==> config.mk <==
export PLATFORM = sky130hd
export DESIGN_NAME = edge_gen_flat
export DESIGN_NICKNAME = d
export VERILOG_FILES = /design/src/rtl/edge_pkg.sv /design/src/rtl/edge_gen_if.sv /design/src/rtl/edge_hold_cnt.sv /design/src/rtl/edge_gen.sv /design/src/flat_wrapper.sv
export SDC_FILE = /design/constraint.sdc
export NUM_CORES = 1
export LEC_CHECK = 0
export BUFFER_PORTS_ARGS = -buffer_cell sky130_fd_sc_hd__buf_2
export CAP_MARGIN = 20
export CELL_PAD_IN_SITES_DETAIL_PLACEMENT = 1
export CELL_PAD_IN_SITES_GLOBAL_PLACEMENT = 2
export CORE_AREA = 2 2 39 41
export CTS_CLUSTER_DIAMETER = 120
export DETAILED_ROUTE_END_ITERATION = 8
export DIE_AREA = 0 0 41 43
export GPL_TIMING_DRIVEN = 0
export PLACE_DENSITY_LB_ADDON = 0.1
export SYNTH_ARGS = -nofsm -noshare
export SYNTH_HDL_FRONTEND = slang
export SYNTH_SLANG_ARGS = --single-unit
export TNS_END_PERCENT = 20
==> constraint.sdc <==
create_clock -name clk -period 3.63 [get_ports clk]
set_input_delay 0.1815 -clock clk [delete_from_list [all_inputs] [get_ports clk]]
set_output_delay 0.1815 -clock clk [all_outputs]
set_load 0.01 [all_outputs]
==> src/rtl/edge_pkg.sv <==
// Shared types for the edge generator and the edge detector benches.
package edge_pkg;

    typedef enum logic [1:0] {
        IDLE_LO,
        IDLE_HI,
        HOLD_LO,
        HOLD_HI
    } edge_state_t;

    typedef enum logic {
        DIR_FALL,
        DIR_RISE
    } edge_dir_t;

    // Output level implied by a state.
    function automatic logic is_hi(input edge_state_t s);
        return (s == IDLE_HI) || (s == HOLD_HI);
    endfunction

endpackage

==> src/rtl/edge_gen_if.sv <==
// Request/level bundle of the edge generator.
// Optional echo outputs are present when EDGE_GEN_ECHO_EN is defined.
interface edge_gen_if;
    logic rise_req;
    logic fall_req;
    logic d_out;
    logic busy;
    logic pending;
    logic drop_err;
`ifdef EDGE_GEN_ECHO_EN
    logic rise_echo;
    logic fall_echo;
`endif

    // Requester side.
    modport master (
        output rise_req, fall_req,
`ifdef EDGE_GEN_ECHO_EN
        input  rise_echo, fall_echo,
`endif
        input  d_out, busy, pending, drop_err
    );

    // Generator side.
    modport slave (
        input  rise_req, fall_req,
`ifdef EDGE_GEN_ECHO_EN
        output rise_echo, fall_echo,
`endif
        output d_out, busy, pending, drop_err
    );
endinterface

==> src/rtl/edge_hold_cnt.sv <==
// Hold counter: loads MIN_HOLD-1 on a transition, counts down to zero,
// and reports busy while nonzero.
module edge_hold_cnt #(
    parameter int MIN_HOLD = 3,
    localparam int CNT_W = $clog2(MIN_HOLD + 1)
) (
    input  logic clk,
    input  logic rst,
    input  logic load,
    output logic busy
);

    localparam logic [CNT_W-1:0] LOAD_VAL = CNT_W'(MIN_HOLD - 1);

    logic [CNT_W-1:0] cnt_q;

    // Load on transition, otherwise saturating decrement toward zero.
    // NOTE: sequential state uses non-blocking (<=) so every flop samples pre-edge values.
    // NOTE: async reset clears the counter immediately, abandoning any hold in progress.
    always_ff @(posedge clk or posedge rst) begin
        if (rst) begin
            cnt_q <= '0;
        end else if (load) begin
            cnt_q <= LOAD_VAL;
        end else if (cnt_q != '0) begin
            cnt_q <= cnt_q - CNT_W'(1);
        end
    end

    assign busy = (cnt_q != '0);

endmodule

==> src/rtl/edge_gen.sv <==
// Edge generator: turns rise/fall request pulses into a held level with
// a one-deep queue for opposite requests that arrive during a hold.
// Optional feature: EDGE_GEN_ECHO_EN adds rise_echo/fall_echo pulses.
module edge_gen
    import edge_pkg::*;
#(
    parameter int MIN_HOLD = 3
) (
    input logic       clk,
    input logic       rst,
    edge_gen_if.slave bus
);

    edge_state_t state_q, state_d;
    edge_dir_t   pdir_q, pdir_d;
    logic        pend_q, pend_d;
    logic        drop_q, drop_d;
    logic        d_q, lvl_d;
    logic        load;
    logic        busy_w;

    logic open, level, both, live_rise, live_fall, opp_req;
    edge_dir_t opp_dir;

    edge_hold_cnt #(.MIN_HOLD(MIN_HOLD)) u_cnt (
        .clk  (clk),
        .rst  (rst),
        .load (load),
        .busy (busy_w)
    );

    assign open      = ~busy_w;
    assign level     = is_hi(state_q);
    assign both      = bus.rise_req & bus.fall_req;
    assign live_rise = bus.rise_req & ~bus.fall_req;
    assign live_fall = bus.fall_req & ~bus.rise_req;
    assign opp_req   = level ? live_fall : live_rise;
    assign opp_dir   = level ? DIR_FALL : DIR_RISE;

    // Next state: pending service first, then live request against the resulting level.
    // NOTE: every variable gets a default at the top so no path infers a latch.
    always_comb begin
        state_d = state_q;
        pend_d  = pend_q;
        pdir_d  = pdir_q;
        drop_d  = both;
        lvl_d   = level;
        load    = 1'b0;
        if (open) begin
            if (pend_q) begin
                lvl_d  = (pdir_q == DIR_RISE);
                load   = 1'b1;
                pend_d = 1'b0;
                // A matching live request is absorbed; an opposite one is re-queued.
                if (lvl_d ? live_fall : live_rise) begin
                    pend_d = 1'b1;
                    pdir_d = lvl_d ? DIR_FALL : DIR_RISE;
                end
            end else if (opp_req) begin
                lvl_d = ~level;
                load  = 1'b1;
            end
        end else if (opp_req) begin
            if (!pend_q) begin
                pend_d = 1'b1;
                pdir_d = opp_dir;
            end else begin
                drop_d = 1'b1;
            end
        end
        if (load) begin
            state_d = lvl_d ? HOLD_HI : HOLD_LO;
        end else if (open) begin
            state_d = level ? IDLE_HI : IDLE_LO;
        end
    end

    // State, level, queue and error registers.
    always_ff @(posedge clk or posedge rst) begin
        if (rst) begin
            state_q <= IDLE_LO;
            pend_q  <= 1'b0;
            pdir_q  <= DIR_FALL;
            drop_q  <= 1'b0;
            d_q     <= 1'b0;
        end else begin
            state_q <= state_d;
            pend_q  <= pend_d;
            pdir_q  <= pdir_d;
            drop_q  <= drop_d;
            d_q     <= lvl_d;
        end
    end

    assign bus.d_out    = d_q;
    assign bus.busy     = busy_w;
    assign bus.pending  = pend_q;
    assign bus.drop_err = drop_q;

`ifdef EDGE_GEN_ECHO_EN
    logic rise_echo_q, fall_echo_q;

    // Echo pulses coincide with the first cycle d_out shows the new level.
    always_ff @(posedge clk or posedge rst) begin
        if (rst) begin
            rise_echo_q <= 1'b0;
            fall_echo_q <= 1'b0;
        end else begin
            rise_echo_q <= load & lvl_d;
            fall_echo_q <= load & ~lvl_d;
        end
    end

    assign bus.rise_echo = rise_echo_q;
    assign bus.fall_echo = fall_echo_q;
`endif

endmodule
==> src/flat_wrapper.sv <==
// flat-port wrapper written by rule: the top's interface ports become plain ports
module edge_gen_flat import edge_pkg::*;
#(
    parameter int MIN_HOLD = 3
)
  (clk, rst, bus_rise_req, bus_fall_req, bus_d_out, bus_busy, bus_pending, bus_drop_err);
  edge_gen_if bus_i ();
  input logic clk;
  input logic rst;
  input wire logic [$bits(bus_i.rise_req)-1:0] bus_rise_req;
  input wire logic [$bits(bus_i.fall_req)-1:0] bus_fall_req;
  output wire logic [$bits(bus_i.d_out)-1:0] bus_d_out;
  output wire logic [$bits(bus_i.busy)-1:0] bus_busy;
  output wire logic [$bits(bus_i.pending)-1:0] bus_pending;
  output wire logic [$bits(bus_i.drop_err)-1:0] bus_drop_err;
  assign bus_i.rise_req = bus_rise_req;
  assign bus_i.fall_req = bus_fall_req;
  assign bus_d_out = bus_i.d_out;
  assign bus_busy = bus_i.busy;
  assign bus_pending = bus_i.pending;
  assign bus_drop_err = bus_i.drop_err;
  edge_gen #(.MIN_HOLD(MIN_HOLD)) u_core (.clk(clk), .rst(rst), .bus(bus_i));
endmodule
==> results.json <==
{
  "hpwl_um": 685.3,
  "io_buffer_count": 7,
  "finalCritPeriodShare_pct": 40.85,
  "path_max_fanout": 8,
  "cp-end-kind": "output port",
  "ff2ff_path_depth": 5,
  "die_w_um": 41,
  "crit_arrival_ps": 1300,
  "holdWs_ps": 207.7,
  "grt_pass1_vias": 346,
  "clk_latency_ps": 250,
  "maxSlewViolCount": 0,
  "ys_ff_latch": 7,
  "leakagePower_nw": 0.2462,
  "setup_viol": 0,
  "critPathLaunchType": "flop",
  "hold_viol": 0,
  "cts_buffer_depth": 2,
  "hold_depth": 3,
  "rsz0062_at_grt": "false",
  "nets": 59,
  "synth-edff-count": 0,
  "timing.fmax_mhz": 674.3,
  "power_switching_mw": 0.1658,
  "core_um2": 1384,
  "drtAntennaViolNets": 0,
  "synth_fp_nets": 46,
  "status": "completed",
  "internal-power_mw": 0.2538,
  "n_antenna_cell": 0,
  "rr_startpoint": "u_core.u_cnt.cnt_q[0]",
  "sequentialPowerShare_pct": 33.6,
  "rows": 14,
  "pwr-share-clk_pct": 16.6,
  "r2r_slack_ps": 2290,
  "ys_async_sr_fraction_pct": 100.0,
  "clock-sinks": 7,
  "cts-root-buf": "clkbuf_4",
  "drt_first_iter_violations": 5,
  "layout_commonest_cell": "buf_2",
  "hold_end": "u_core.bus.drop_err",
  "r2r-end": "u_core.bus.pending",
  "cts_tree": "done",
  "worst_pin_slew_ps": 268.3,
  "path_class": "reg2out",
  "track_usage_pct": 12.96,
  "clk_pin_slew_ps": 50,
  "finalSetupTns_ps": 0,
  "gr-total-overflow": 0,
  "ys_seq_area_share_pct": 42.68,
  "netlist_instances": 41,
  "sw_frac_of_total_pct": 39.51,
  "syn_area_um2": 410.4,
  "ys_warn_count": 0,
  "vias_per_cell": 4.826,
  "fin_crit_ps": 1483,
  "layout_common_cells": "buf_2 (8), dfrtp_1 (7), inv_1 (6)",
  "power_mw": 0.4196,
  "antenna_found_initial": 0,
  "wl_per_cell_um": 12.41,
  "fin_util_pct": 36.26,
  "synth.avg_cell_area_um2": 10.01,
  "place_inst": 64,
  "drive_above_1_share_pct": 32.08,
  "cap_violations": 0,
  "slew_headroom_pct": 82.09,
  "p_per_area_nw_per_um2": 836.3,
  "start_util_pct": 29.66,
  "stdcell_count": 69,
  "die_h_um": 43,
  "worstHoldPathType": "in2reg",
  "postCtsSetupBuffers": 0,
  "grt_max_degree": 9,
  "seq_area_um2": 175.2,
  "irDropWorstVdd_v": 0.0002049,
  "syn2layout_area_growth_pct": 22.26,
  "synth-main-ff-cell": "dfrtp_1",
  "clock_skew_ps": 1.531,
  "dieArea_um2": 1763,
  "numCtsBuffers": 3,
  "io_pins": 8,
  "gp_congestion": 0.7140,
  "finalWirelength_um": 856,
  "vias": 333,
  "grt_pass1_wl_um": 1449,
  "combPwrFrac_pct": 49.7,
  "holdCritStartpoint": "bus_fall_req",
  "firstDrtPassIters": 4,
  "htree_levels": 1,
  "worstPathRequired_ps": 3450,
  "ys_types": 25,
  "multi_input_area_um2": 196.4,
  "drc": 0,
  "fill_cells": 169
}
## worst max-delay path by stage
stage | startpoint | endpoint | slack [ps]
6_report | u_core.u_cnt.cnt_q[0] | bus_busy | 2150
5_1_grt | u_core.u_cnt.cnt_q[0] | bus_busy | 2060
4_1_cts | u_core.u_cnt.cnt_q[0] | bus_busy | 2120
3_5_place_dp | u_core.u_cnt.cnt_q[0] | u_core.bus.pending | 2270
3_3_place_gp | u_core.u_cnt.cnt_q[0] | u_core.bus.pending | 2360
2_1_floorplan | u_core.u_cnt.cnt_q[0] | u_core.bus.pending | 2400
## critical path: stages (launching register included)
cell     delay, ps
dfrtp_1        390
inv_1           70
ha_1           150
buf_2          190
inv_1          100
buf_2          150
## kinds of logic after synthesis
kind of cell / Yosys count / share of synthesized area [%]
multiplexers: 3 / 7.317
AO/OA/AOI/OAI: 12 / 24.08
adder cells (fa/ha/maj): 1 / 3.048
buffers and inverters: 9 / 9.449
AND/OR/NAND/NOR: 9 / 13.42
flip-flops: 7 / 42.68
## routing by layer
metal,global-route usage [%],up-vias,wire [µm]
li1,-,168,-
met1,13.86,159,380
met2,20.31,6,455
met3,3.141,0,20
met4,10.00,0,0
met5,0,-,0
## through the flow
stage	worst slack [ps]	cell area, µm²
after detailed placement	2274	465.4
after global placement	2356	465.4
after global routing	2061	501.7
after floorplan	2398	410.4
after CTS	2118	501.7
final	2147	501.7
## registers in the layout (all words and copies together) (netlist names)
name and flops:
u_core.state_q 1, u_core.bus.drop_err 1, u_core.bus.d_out 1, u_core.u_cnt.cnt_q 2
u_core.bus.pending 1, u_core.pdir_q 1
## what timing repair did
action	CTS	global route
hold buffers	1	0
endpoints found under the hold margin	7	0
gates resized for setup	0	0
endpoints found under the setup margin	0	0
## synth_stat cells (2+ instances only)
| cell type | count | area (µm²) |
|---|---|---|
| dfrtp_1 | 7 | 175.2 |
| inv_1 | 6 | 22.52 |
| mux2i_1 | 3 | 30.03 |
| a22o_1 | 2 | 17.52 |
| nand2_1 | 2 | 7.510 |
| o21ai_1 | 2 | 10.01 |
## cell type report
class | instances | area share (%)
Buffer | 2 | 2.494
Clock buffer | 4 | 5.237
Inverter | 7 | 5.237
Multi-Input combinational cell | 25 | 39.15
Sequential cell | 7 | 34.91
Tap cell | 16 | 3.990
Timing Repair Buffer | 8 | 8.978
## power by group through the flow
stage          Clock, mW  Combinational (mW)  Sequential, mW
2_1_floorplan          0               0.149           0.146
3_3_place_gp           0               0.198           0.142
3_5_place_dp           0               0.214           0.142
4_1_cts           0.0718               0.214           0.142
5_1_grt           0.0767               0.235           0.148
6_report          0.0698               0.209           0.141
(Power assumes the default switching activity.)
